==> config.mk <==
export PLATFORM = sky130hd
export DESIGN_NAME = ptr_local_ni
export DESIGN_NICKNAME = d
export VERILOG_FILES = /design/src/rtl/ptr_noc_pkg.sv /design/src/rtl/ptr_ni_rx_slot.sv /design/src/rtl/ptr_local_ni.sv
export SDC_FILE = /design/constraint.sdc
export NUM_CORES = 1
export LEC_CHECK = 0
export CAP_MARGIN = 20
export CORE_ASPECT_RATIO = 1.1
export CORE_MARGIN = 2
export CORE_UTILIZATION = 40
export DETAILED_ROUTE_END_ITERATION = 10
export PLACE_DENSITY_LB_ADDON = 0.08
export SLEW_MARGIN = 10
export SYNTH_ARGS = -nofsm -noshare
export SYNTH_HDL_FRONTEND = slang
export SYNTH_SLANG_ARGS = --single-unit
export TNS_END_PERCENT = 30
==> constraint.sdc <==
create_clock -name clk -period 2.9 [get_ports clk]
set_input_delay 0.725 -clock clk [delete_from_list [all_inputs] [get_ports clk]]
set_output_delay 0.725 -clock clk [all_outputs]
set_load 0.01 [all_outputs]
==> src/rtl/ptr_noc_pkg.sv <==
// ptr_noc_pkg: shared PtRing NoC definitions (network interface and router).
//   tx_state_e     : local NI transmit FSM states
//   STARVE_MAX     : loss count after which the loopback source wins the rx slot
//   ptr_ring_dist(): absolute destination ID -> ring hop count
package ptr_noc_pkg;

  typedef enum logic [1:0] {
    TX_IDLE = 2'd0,
    TX_RING = 2'd1,
    TX_LOOP = 2'd2
  } tx_state_e;

  localparam logic [1:0] STARVE_MAX = 2'd3;

  // Hops from self to dest going around the ring; 0 means self.
  // Only meaningful for dest < num.
  function automatic int ptr_ring_dist(input int dest, input int self, input int num);
    int sum;
    sum = dest + (num - self);
    if (sum >= num) sum = sum - num;
    return sum;
  endfunction

endpackage

==> src/rtl/ptr_ni_rx_slot.sv <==
// ptr_ni_rx_slot: single-entry receive register between the local NI's
// source arbiter and the client valid/ready sink.
//   clk, rst   : clock, async active-high reset (entry discarded)
//   i_load     : write i_dat into the slot this cycle
//   i_dat      : data to load
//   i_rdy      : client ready
//   o_vld/o_dat: slot contents toward the client
//   o_canLoad  : slot can accept a load this cycle (empty, or draining now)
module ptr_ni_rx_slot #(
  parameter int DATA_WIDTH = 32
) (
  input  logic                  clk,
  input  logic                  rst,
  input  logic                  i_load,
  input  logic [DATA_WIDTH-1:0] i_dat,
  input  logic                  i_rdy,
  output logic                  o_vld,
  output logic [DATA_WIDTH-1:0] o_dat,
  output logic                  o_canLoad
);

  logic                  r_vld;
  logic [DATA_WIDTH-1:0] r_dat;

  assign o_canLoad = !r_vld | i_rdy;
  assign o_vld     = r_vld;
  assign o_dat     = r_dat;

  always_ff @(posedge clk or posedge rst) begin
    if (rst) begin
      r_vld <= 1'b0;
      r_dat <= '0;
    end else if (i_load) begin
      r_vld <= 1'b1;
      r_dat <= i_dat;
    end else if (r_vld & i_rdy) begin
      r_vld <= 1'b0;
    end
  end

endmodule

==> src/rtl/ptr_local_ni.sv <==
// ptr_local_ni: local-node network interface of the PtRing NoC.
// Converts client packets addressed by absolute node ID into ring hop counts
// and writes them into the router's l2r FIFO; drains the router's r2l FIFO
// toward the client. Self-addressed packets loop back without entering the
// ring; illegal IDs are dropped and flagged on the sticky oErr.
//   clk, rst                   : clock, async active-high reset
//   iTxVld/oTxRdy/iTxDest/iTxDat : client transmit handshake
//   oL2rWr/iL2rFul/oL2rDat/oDestCnt : router l2r write port
//   iR2lPktVld/oR2lRd/iR2lDat  : router r2l FIFO (first-word fall-through)
//   oRxVld/iRxRdy/oRxDat       : client receive handshake
//   oErr                       : sticky illegal-destination flag
//   oTxCnt/oRxCnt              : packet counters, built only with
//                                `define PTR_NI_STATS_EN, otherwise tied to 0
module ptr_local_ni
  import ptr_noc_pkg::*;
#(
  parameter  int DATA_WIDTH = 32,
  parameter  int NODE_NUM   = 8,
  parameter  int NODE_ID    = 0,
  localparam int CNT_W      = $clog2(NODE_NUM)
) (
  input  logic                  clk,
  input  logic                  rst,
  input  logic                  iTxVld,
  output logic                  oTxRdy,
  input  logic [CNT_W-1:0]      iTxDest,
  input  logic [DATA_WIDTH-1:0] iTxDat,
  output logic                  oL2rWr,
  input  logic                  iL2rFul,
  output logic [DATA_WIDTH-1:0] oL2rDat,
  output logic [CNT_W-1:0]      oDestCnt,
  input  logic                  iR2lPktVld,
  output logic                  oR2lRd,
  input  logic [DATA_WIDTH-1:0] iR2lDat,
  output logic                  oRxVld,
  input  logic                  iRxRdy,
  output logic [DATA_WIDTH-1:0] oRxDat,
  output logic                  oErr,
  output logic [15:0]           oTxCnt,
  output logic [15:0]           oRxCnt
);

  localparam int             DW1   = CNT_W + 1;
  localparam logic [CNT_W:0] L_NUM = DW1'(NODE_NUM);

  tx_state_e             r_state, w_next;
  logic [DATA_WIDTH-1:0] r_dat;
  logic [CNT_W-1:0]      r_destCnt;
  logic                  r_err;
  logic [1:0]            r_starve;

  logic [CNT_W:0]        w_dist;
  logic                  w_legal;
  logic                  w_txRdy, w_l2rWr, w_accept;
  logic                  w_loopReq, w_loopWin, w_loopGnt;
  logic                  w_r2lRd, w_canLoad, w_load;
  logic [DATA_WIDTH-1:0] w_loadDat;

  // ---------------- destination decode ----------------
  assign w_legal = ({1'b0, iTxDest} < L_NUM);
  assign w_dist  = DW1'(ptr_ring_dist(int'(iTxDest), NODE_ID, NODE_NUM));

  // ---------------- TX FSM ----------------
  always_ff @(posedge clk or posedge rst) begin
    if (rst) r_state <= TX_IDLE;
    else     r_state <= w_next;
  end

  always_comb begin
    w_next   = r_state;
    w_txRdy  = 1'b0;
    w_l2rWr  = 1'b0;
    w_accept = 1'b0;
    unique case (r_state)
      TX_IDLE: w_txRdy = 1'b1;
      TX_RING: begin
        // The write firing frees the holding register, so a new packet can be
        // taken in the same cycle without a bubble.
        w_l2rWr = !iL2rFul;
        w_txRdy = !iL2rFul;
        if (!iL2rFul) w_next = TX_IDLE;
      end
      TX_LOOP: if (w_loopGnt) w_next = TX_IDLE;
      default: w_next = TX_IDLE;
    endcase
    w_accept = iTxVld & w_txRdy;
    if (w_accept) begin
      if (!w_legal)          w_next = TX_IDLE;
      else if (w_dist == '0) w_next = TX_LOOP;
      else                   w_next = TX_RING;
    end
  end

  // Holding register only changes on accept, so data/destCnt stay stable
  // while the ring write is stalled.
  always_ff @(posedge clk or posedge rst) begin
    if (rst) begin
      r_dat     <= '0;
      r_destCnt <= '0;
      r_err     <= 1'b0;
    end else if (w_accept) begin
      if (w_legal) begin
        r_dat     <= iTxDat;
        r_destCnt <= w_dist[CNT_W-1:0];
      end else begin
        r_err     <= 1'b1;
      end
    end
  end

  // ---------------- RX arbitration ----------------
  // Ring traffic wins by default; the loopback packet wins once it has lost
  // STARVE_MAX load slots in a row.
  assign w_loopReq = (r_state == TX_LOOP);
  assign w_loopWin = w_loopReq & (r_starve == STARVE_MAX);
  assign w_r2lRd   = iR2lPktVld & w_canLoad & !w_loopWin;
  assign w_loopGnt = w_loopReq & w_canLoad & !w_r2lRd;
  assign w_load    = w_r2lRd | w_loopGnt;
  assign w_loadDat = w_loopGnt ? r_dat : iR2lDat;

  always_ff @(posedge clk or posedge rst) begin
    if (rst)                        r_starve <= '0;
    else if (w_loopGnt)             r_starve <= '0;
    else if (w_loopReq & w_r2lRd)   r_starve <= r_starve + 2'd1;
  end

  ptr_ni_rx_slot #(.DATA_WIDTH(DATA_WIDTH)) u_rx_slot (
    .clk       (clk),
    .rst       (rst),
    .i_load    (w_load),
    .i_dat     (w_loadDat),
    .i_rdy     (iRxRdy),
    .o_vld     (oRxVld),
    .o_dat     (oRxDat),
    .o_canLoad (w_canLoad)
  );

  // ---------------- outputs ----------------
  // Combinational strobes are forced low while reset is asserted so nothing
  // is written or popped in the reset cycle.
  assign oTxRdy   = w_txRdy & !rst;
  assign oL2rWr   = w_l2rWr & !rst;
  assign oR2lRd   = w_r2lRd & !rst;
  assign oL2rDat  = r_dat;
  assign oDestCnt = r_destCnt;
  assign oErr     = r_err;

`ifdef PTR_NI_STATS_EN
  logic [15:0] r_txCnt, r_rxCnt;

  always_ff @(posedge clk or posedge rst) begin
    if (rst) begin
      r_txCnt <= '0;
      r_rxCnt <= '0;
    end else begin
      if (w_l2rWr)          r_txCnt <= r_txCnt + 16'd1;
      if (oRxVld & iRxRdy)  r_rxCnt <= r_rxCnt + 16'd1;
    end
  end

  assign oTxCnt = r_txCnt;
  assign oRxCnt = r_rxCnt;
`else
  assign oTxCnt = '0;
  assign oRxCnt = '0;
`endif

endmodule

==> results of run 1 <==
## worst paths after layout
path,start,endpoint,slack [ns],depth (start not counted)
setup / recovery,iRxRdy,oR2lRd,0.09,5
hold / removal,oDestCnt[2]$_DFFE_PP0P_,oDestCnt[2]$_DFFE_PP0P_,0.50,1
setup reg to reg,r_state[1]$_DFFE_PP0P_,u_rx_slot.o_dat[21]$_DFFE_PP0P_,1.13,3
hold reg to reg,oDestCnt[2]$_DFFE_PP0P_,oDestCnt[2]$_DFFE_PP0P_,0.50,1
max in group asynchronous,rst,u_rx_slot.o_dat[19]$_DFFE_PP0P_,1.55,3
min in group asynchronous,rst,oL2rDat[3]$_DFFE_PP0P_,0.82,2
## logic make-up after synthesis
group / share of synthesized area, %
muxes: 11.2
AOI/OAI and AO/OA: 10.6
other: 0.106
adders and majority gates: 0.354
buffers and inverters: 13.5
DFF: 51.0
and+or+nand+nor: 13.2
## where the power goes
part           internal [uW]  switching [uW]  total [uW]
sequential              1190             133        1330
combinational            557             358         914
clock                    744             366        1110
total                   2500             857        3350
## cell usage in the layout, fill, tap and decap left out, types with 2 or more instances in the layout
| cell | Yosys | final |
|---|---|---|
| a221o_1 | 32 | 32 |
| buf_12 | 1 | 2 |
| buf_4 | 34 | 11 |
| bufinv_16 | 0 | 5 |
| clkbuf_8 | 1 | 9 |
| clkdlybuf4s50_1 | 0 | 143 |
| conb_1 | 1 | 33 |
| dfrtp_1 | 72 | 72 |
| mux2_1 | 29 | 29 |
| mux2_2 | 6 | 6 |
| nand2_1 | 34 | 34 |
| nor3_1 | 22 | 22 |
| nor3_2 | 10 | 10 |
| o21ai_0 | 2 | 2 |
| o21ai_1 | 2 | 2 |
| or3_1 | 3 | 3 |
## routing by layer
| metal | wire length (um) | up-vias |
|---|---|---|
| li1 | - | 1255 |
| met1 | 3770 | 1358 |
| met2 | 4290 | 129 |
| met3 | 756 | 11 |
| met4 | 123 | 0 |
| met5 | 0 | - |
## flip-flops by register name (all words and copies together), names as in the netlist
name             count
r_starve             2
u_rx_slot.o_dat     32
oL2rDat             32
u_rx_slot.o_vld      1
r_state              2
oDestCnt             3
## critical path, cell delays in order
cell and delay (ns):
clkdlybuf4s50_1 0.41, or2b_2 0.33, nand3b_4 0.10, nor2_1 0.04, clkdlybuf4s50_1 0.47
## metrics by stage
step / util (%) / setup WS, ns / hold WS (ns) / cell area [um2] / cells
floorplan: - / 0.350 / 0.484 / 3650 / 318
global placement: 57.4 / 0.0903 / 0.475 / 4880 / 530
detailed placement: 57.4 / 0.0826 / 0.481 / 4880 / 530
CTS: 60.8 / 0.0801 / 0.506 / 5160 / 546
global route: 60.8 / 0.0369 / 0.530 / 5160 / 546
finish: 60.8 / 0.0928 / 0.502 / 5160 / 546
## layout make-up
cell class / count / area share (%)
sequential: 72 / 34.9
timing repair buffer: 156 / 30.1
multi-input combinational: 190 / 26.8
clock inverter: 6 / 3.01
tap: 111 / 2.69
clock buffer: 10 / 2.47
inverter: 1 / 0.0727
==> results.yml, run 1 <==
sta:
  slew_violations: 0
  finalSetupTns_ns: 0
  period_minus_slack_ns: 2.81
  slew_headroom_pct: 37.0
  rsz0062_at_grt: "false"
  finalCritPeriodShare_pct: 96.8
  finalSetupViolCount: 0
  fmax_ghz: 0.356
  tightest_slew_ns: 0.941
  finalClockSkew_ns: 0.00787
  finalHoldViolCount: 0
clock_tree:
  htreeDepth: 3
  worst_skew_pair.late_latency_ns: 0.34
  post_cts_buffers: 0
  post_cts_resized: 0
  cts_root_buf: "clkbuf_8"
  path_clk_slew_ns: 0.07
  tritoncts: "yes"
  clkSinkCount: 72
  cts-hold-fix-buffers: 0
  clock_path_buffers: 2
  cts_buffers: 9
worst_setup_path:
  start_kind: "primary input"
  crit_path_end_kind: "output pin"
  arrival_ns: 2.08
  crit_required_ns: 2.17
  criticalPathCategory: "primary input to output pin"
  path_max_fanout: 3
yosys:
  yosysWarnings: 0
  async_flop_share_pct: 100
  ys_seq_area_share_pct: 51.0
  yosys.cell_types.count: 36
  synth.area.top_cells: "dfrtp_1 51%, mux2_1 9.2%, a221o_1 9.1%"
  yosysMostFrequentCell: "dfrtp_1"
  synthCells: 286
  yosys.area.top_type: "dfrtp_1"
  synth.top_cell.area_share_pct: 51.0
  synth.avg_cell_area_um2: 12.4
  netlist_top_cells_count: "72 x dfrtp_1, 34 x buf_4, 34 x nand2_1"
  syn_area_mm2: 0.00353
  synth_enable_flop_cells: 0
  synth-seq-cells: 72
  synth_ff_type: "dfrtp_1"
floorplan:
  num_rows: 35
  die_x_um: 93.6
  core_area_mm2: 0.00850
  die_height_um: 103
  die_area_mm2: 0.00960
  start_util_pct: 41.6
  ioPinCount: 177
finish:
  register_area_mm2: 0.00180
  synthToLayoutAreaGrowth_pct: 46.2
  multiInputGateArea_mm2: 0.00138
  nets: 504
  nFillCells: 715
  antenna_cells: 0
  drive_above_1_share_pct: 12.0
placed_design:
  dpl.hpwl_um: 6250
  port_buffers: 143
  gp_congestion: 0.710
grt:
  met3_usage_pct: 5.41
  grt_busiest_layer: "met2"
  antenna_found_initial: 0
  grt-ovfl-total: 0
  grt_pass1_vias: 2809
  grtUsageMet1_pct: 24.7
  grt.total_usage_pct: 19.2
  grt_pass1_wl_um: 14300
  grt_use_met2_pct: 31.4
  grt_max_degree: 36
detailed_routing:
  antenna_left: 0
  drt_iter0_drc: 65
  vias: 2753
  drt_first_pass_iters: 4
  wl_per_cell_um: 16.4
  routed_wl_um: 8940
  post-route-drc-count: 0
  routed_via_density: 5.04
power:
  irDropWorstVdd_mv: 0.357
  pwr_density_cell_mw_per_mm2: 649
  total_power_uw: 3350
  leakagePower_uw: 0.00223
status:
  status: "finished clean"
flow_run:
  maxCapViolCount: 0
min_path:
  hp-class: "register to register"
No activity file was read; power rests on OpenSTA's default activity.
==> inputs of run 2 (changes only) <==
--- a/config.mk
+++ b/config.mk
@@ -8,11 +8,12 @@
 export CAP_MARGIN = 20
 export CORE_ASPECT_RATIO = 1.1
 export CORE_MARGIN = 2
-export CORE_UTILIZATION = 40
+export CORE_UTILIZATION = 37
 export DETAILED_ROUTE_END_ITERATION = 10
 export PLACE_DENSITY_LB_ADDON = 0.08
 export SLEW_MARGIN = 10
 export SYNTH_ARGS = -nofsm -noshare
 export SYNTH_HDL_FRONTEND = slang
+export SYNTH_HIERARCHICAL = 1
 export SYNTH_SLANG_ARGS = --single-unit
 export TNS_END_PERCENT = 30
==> constraint.sdc (replaced) <==
create_clock -name clk -period 2.4 [get_ports clk]
set_input_delay 0.6 -clock clk [delete_from_list [all_inputs] [get_ports clk]]
set_output_delay 0.6 -clock clk [all_outputs]
set_load 0.01 [all_outputs]
==> run 2 against run 1 <==
Synthesized cell count decreased by 16%; clock skew about the same; highest routed layer unchanged; critical path type unchanged; worst hold slack got worse by 0.015 ns; clock power decreased by 26%; clock-buffer cell count unchanged; critical path depth decreased by 2; sequential share of layout area decreased by 1.3 points; sequential power increased by 22%; total power increased by 11%; sequential cell count unchanged.
==> results.yml, run 2 <==
status:
  status: "finished clean"
floorplan:
  ioPinCount: 177
  die_area_mm2: 0.0110
  core_area_mm2: 0.00989
  die_x_um: 100
  num_rows: 38
  start_util_pct: 38.0
  die_height_um: 110
power:
  irDropWorstVdd_mv: 0.280
  pwr_density_cell_mw_per_mm2: 696
  leakagePower_uw: 0.00239
detailed_routing:
  drt_iter0_drc: 42
  antenna_left: 0
  routed_via_density: 4.53
  post-route-drc-count: 0
  vias: 2359
  routed_wl_um: 8270
  drt_first_pass_iters: 4
  wl_per_cell_um: 15.9
clock_tree:
  post_cts_buffers: 0
  path_clk_slew_ns: 0.07
  worst_skew_pair.late_latency_ns: 0.34
  clock_path_buffers: 2
  cts_root_buf: "clkbuf_8"
  cts-hold-fix-buffers: 0
  clkSinkCount: 72
  cts_buffers: 9
  tritoncts: "yes"
  htreeDepth: 3
finish:
  drive_above_1_share_pct: 31.2
  layout_common_cells: "140 x clkdlybuf4s50_1, 72 x dfrtp_1, 60 x mux2_4"
  nets: 472
  layout_commonest_cell: "clkdlybuf4s50_1"
  final_core_util_pct: 54.3
  synthToLayoutAreaGrowth_pct: 42.9
  postLayoutCellArea_mm2: 0.00537
  antenna_cells: 0
worst_setup_path:
  cp_slowest_cell: "clkdlybuf4s50_1"
  regToRegEndpoint: "u_rx_slot/o_dat[27]$_DFFE_PP0P_"
  path_cells: "clkdlybuf4s50_1 > nor4b_1 > dlygate4sd2_1"
  slowest_delay_ns: 0.50
  r2r-start: "r_starve[0]$_DFFE_PP0P_"
  worst-r2r-setup-slack_ns: 0.46
  crit_required_ns: 1.80
  worst-r2r-cell-count: 6
  crit_path_end_kind: "output pin"
  criticalPathCategory: "primary input to output pin"
  cpLargestDelayFamily: "buffers and inverters"
  cp_num_buf_inv: 2
  start_kind: "primary input"
  path_max_fanout: 4
  arrival_ns: 1.73
placed_design:
  dpl.hpwl_um: 5990
  gp_congestion: 0.736
  port_buffers: 143
  placed_area_mm2: 0.00521
sta:
  hold_slack_ns: 0.486
  fmax_ghz: 0.430
  rsz0062_at_grt: "false"
  period_minus_slack_ns: 2.33
  tightest_slew_ns: 0.550
  finalCritPeriodShare_pct: 96.9
  finalSetupViolCount: 0
  slew_headroom_pct: 63.3
  finalClockSkew_ns: 0.00771
  slew_violations: 0
  finalHoldViolCount: 0
  finalSetupTns_ns: 0
yosys:
  synthCells: 241
  synth_ff_type: "dfrtp_1"
  yosysMostFrequentCell: "dfrtp_1"
  synth.top_cell.area_share_pct: 48.0
  syn_area_mm2: 0.00375
  netlist_top_cells_count: "72 x dfrtp_1, 60 x mux2_4, 33 x buf_4"
  yosys.area.top_type: "dfrtp_1"
  synth_enable_flop_cells: 0
  yosysWarnings: 6
  yosys.cell_types.count: 28
  async_flop_share_pct: 100
  synth.avg_cell_area_um2: 15.6
  synth.area.top_cells: "dfrtp_1 48%, mux2_4 24%, mux2_2 8.4%"
  ys_seq_area_share_pct: 48.0
  synth-seq-cells: 72
min_path:
  hp-class: "register to register"
  hold_start: "r_starve[1]$_DFFE_PP0P_"
  holdPathStages: 2
  hold_path_end: "r_starve[1]$_DFFE_PP0P_"
grt:
  grt.total_usage_pct: 15.0
  grt_pass1_wl_um: 12300
  grt_max_degree: 40
  grt_pass1_vias: 2388
  antenna_found_initial: 0
  grt-ovfl-total: 0
flow_run:
  maxCapViolCount: 0
run 2: cell types whose count changed after synthesis, sizes merged, moves of 8 or more:
cell and delta:
nor3 -33, nand2 -29, a221o -32, mux2 +64, buf -8
run 2: worst max path at each step:
stage | startpoint | to | depth (start not counted)
CTS | iRxRdy | oR2lRd | 5
finish | rst | oL2rWr | 3
global placement | iRxRdy | oR2lRd | 5
floorplan | rst | oTxRdy | 2
global route | rst | oL2rWr | 3
detailed placement | iRxRdy | oR2lRd | 5
run 2: per-stage QoR:
| stage | setup slack (ns) | total power (uW) | cells |
|---|---|---|---|
| floorplan | 0.0348 | 2290 | 273 |
| global placement | -0.244 | 2930 | 507 |
| detailed placement | -0.242 | 2950 | 507 |
| CTS | 0.0462 | 3810 | 521 |
| global route | 0.0238 | 3950 | 521 |
| finish | 0.0746 | 3730 | 521 |
run 2: area by class of cell:
cell class	instances	area, um2
multi-input combinational	155	1650
sequential	72	1800
tap	120	150
timing repair buffer	157	1590
inverter	3	11.3
clock buffer	10	138
fill	871	4520
clock inverter	4	22.5
run 2: layer usage:
layer	up-vias	wire length (um)	track usage, %
met5	-	0	0
met4	0	78	6.16
met3	5	571	4.26
met2	96	4070	25.0
met1	1172	3550	18.5
li1	1086	-	-
run 2: cell families (layout without fill, tap and decap cells):
| family | count (synthesis) | in the layout | share of synthesized area [%] |
|---|---|---|---|
| AOI/OAI and AO/OA | 6 | 6 | 1.13 |
| adders and majority gates | 1 | 1 | 0.333 |
| buffers and inverters | 46 | 174 | 11.3 |
| DFF | 72 | 72 | 48.0 |
| muxes | 99 | 99 | 35.7 |
| other | 1 | 33 | 0.0999 |
| and+or+nand+nor | 16 | 16 | 3.47 |
run 2: worst min-delay path: cells and delay by family, from the launching register on:
kind	cells	cell delay, ns
flip-flops	1	0.35
AO/OA/AOI/OAI	1	0.06
AND/OR/NAND/NOR	1	0.05
run 2: where the power goes:
group	switching (uW)	internal (uW)
registers	159	1460
logic	448	842
clock network	437	386
total	1040	2690
run 2: timing repair:
item / CTS / global route
endpoints found under the setup margin: 3 / 1
endpoints found under the hold margin: 0 / 0
gates cloned: 0 / 0
gates resized for setup: 3 / 2
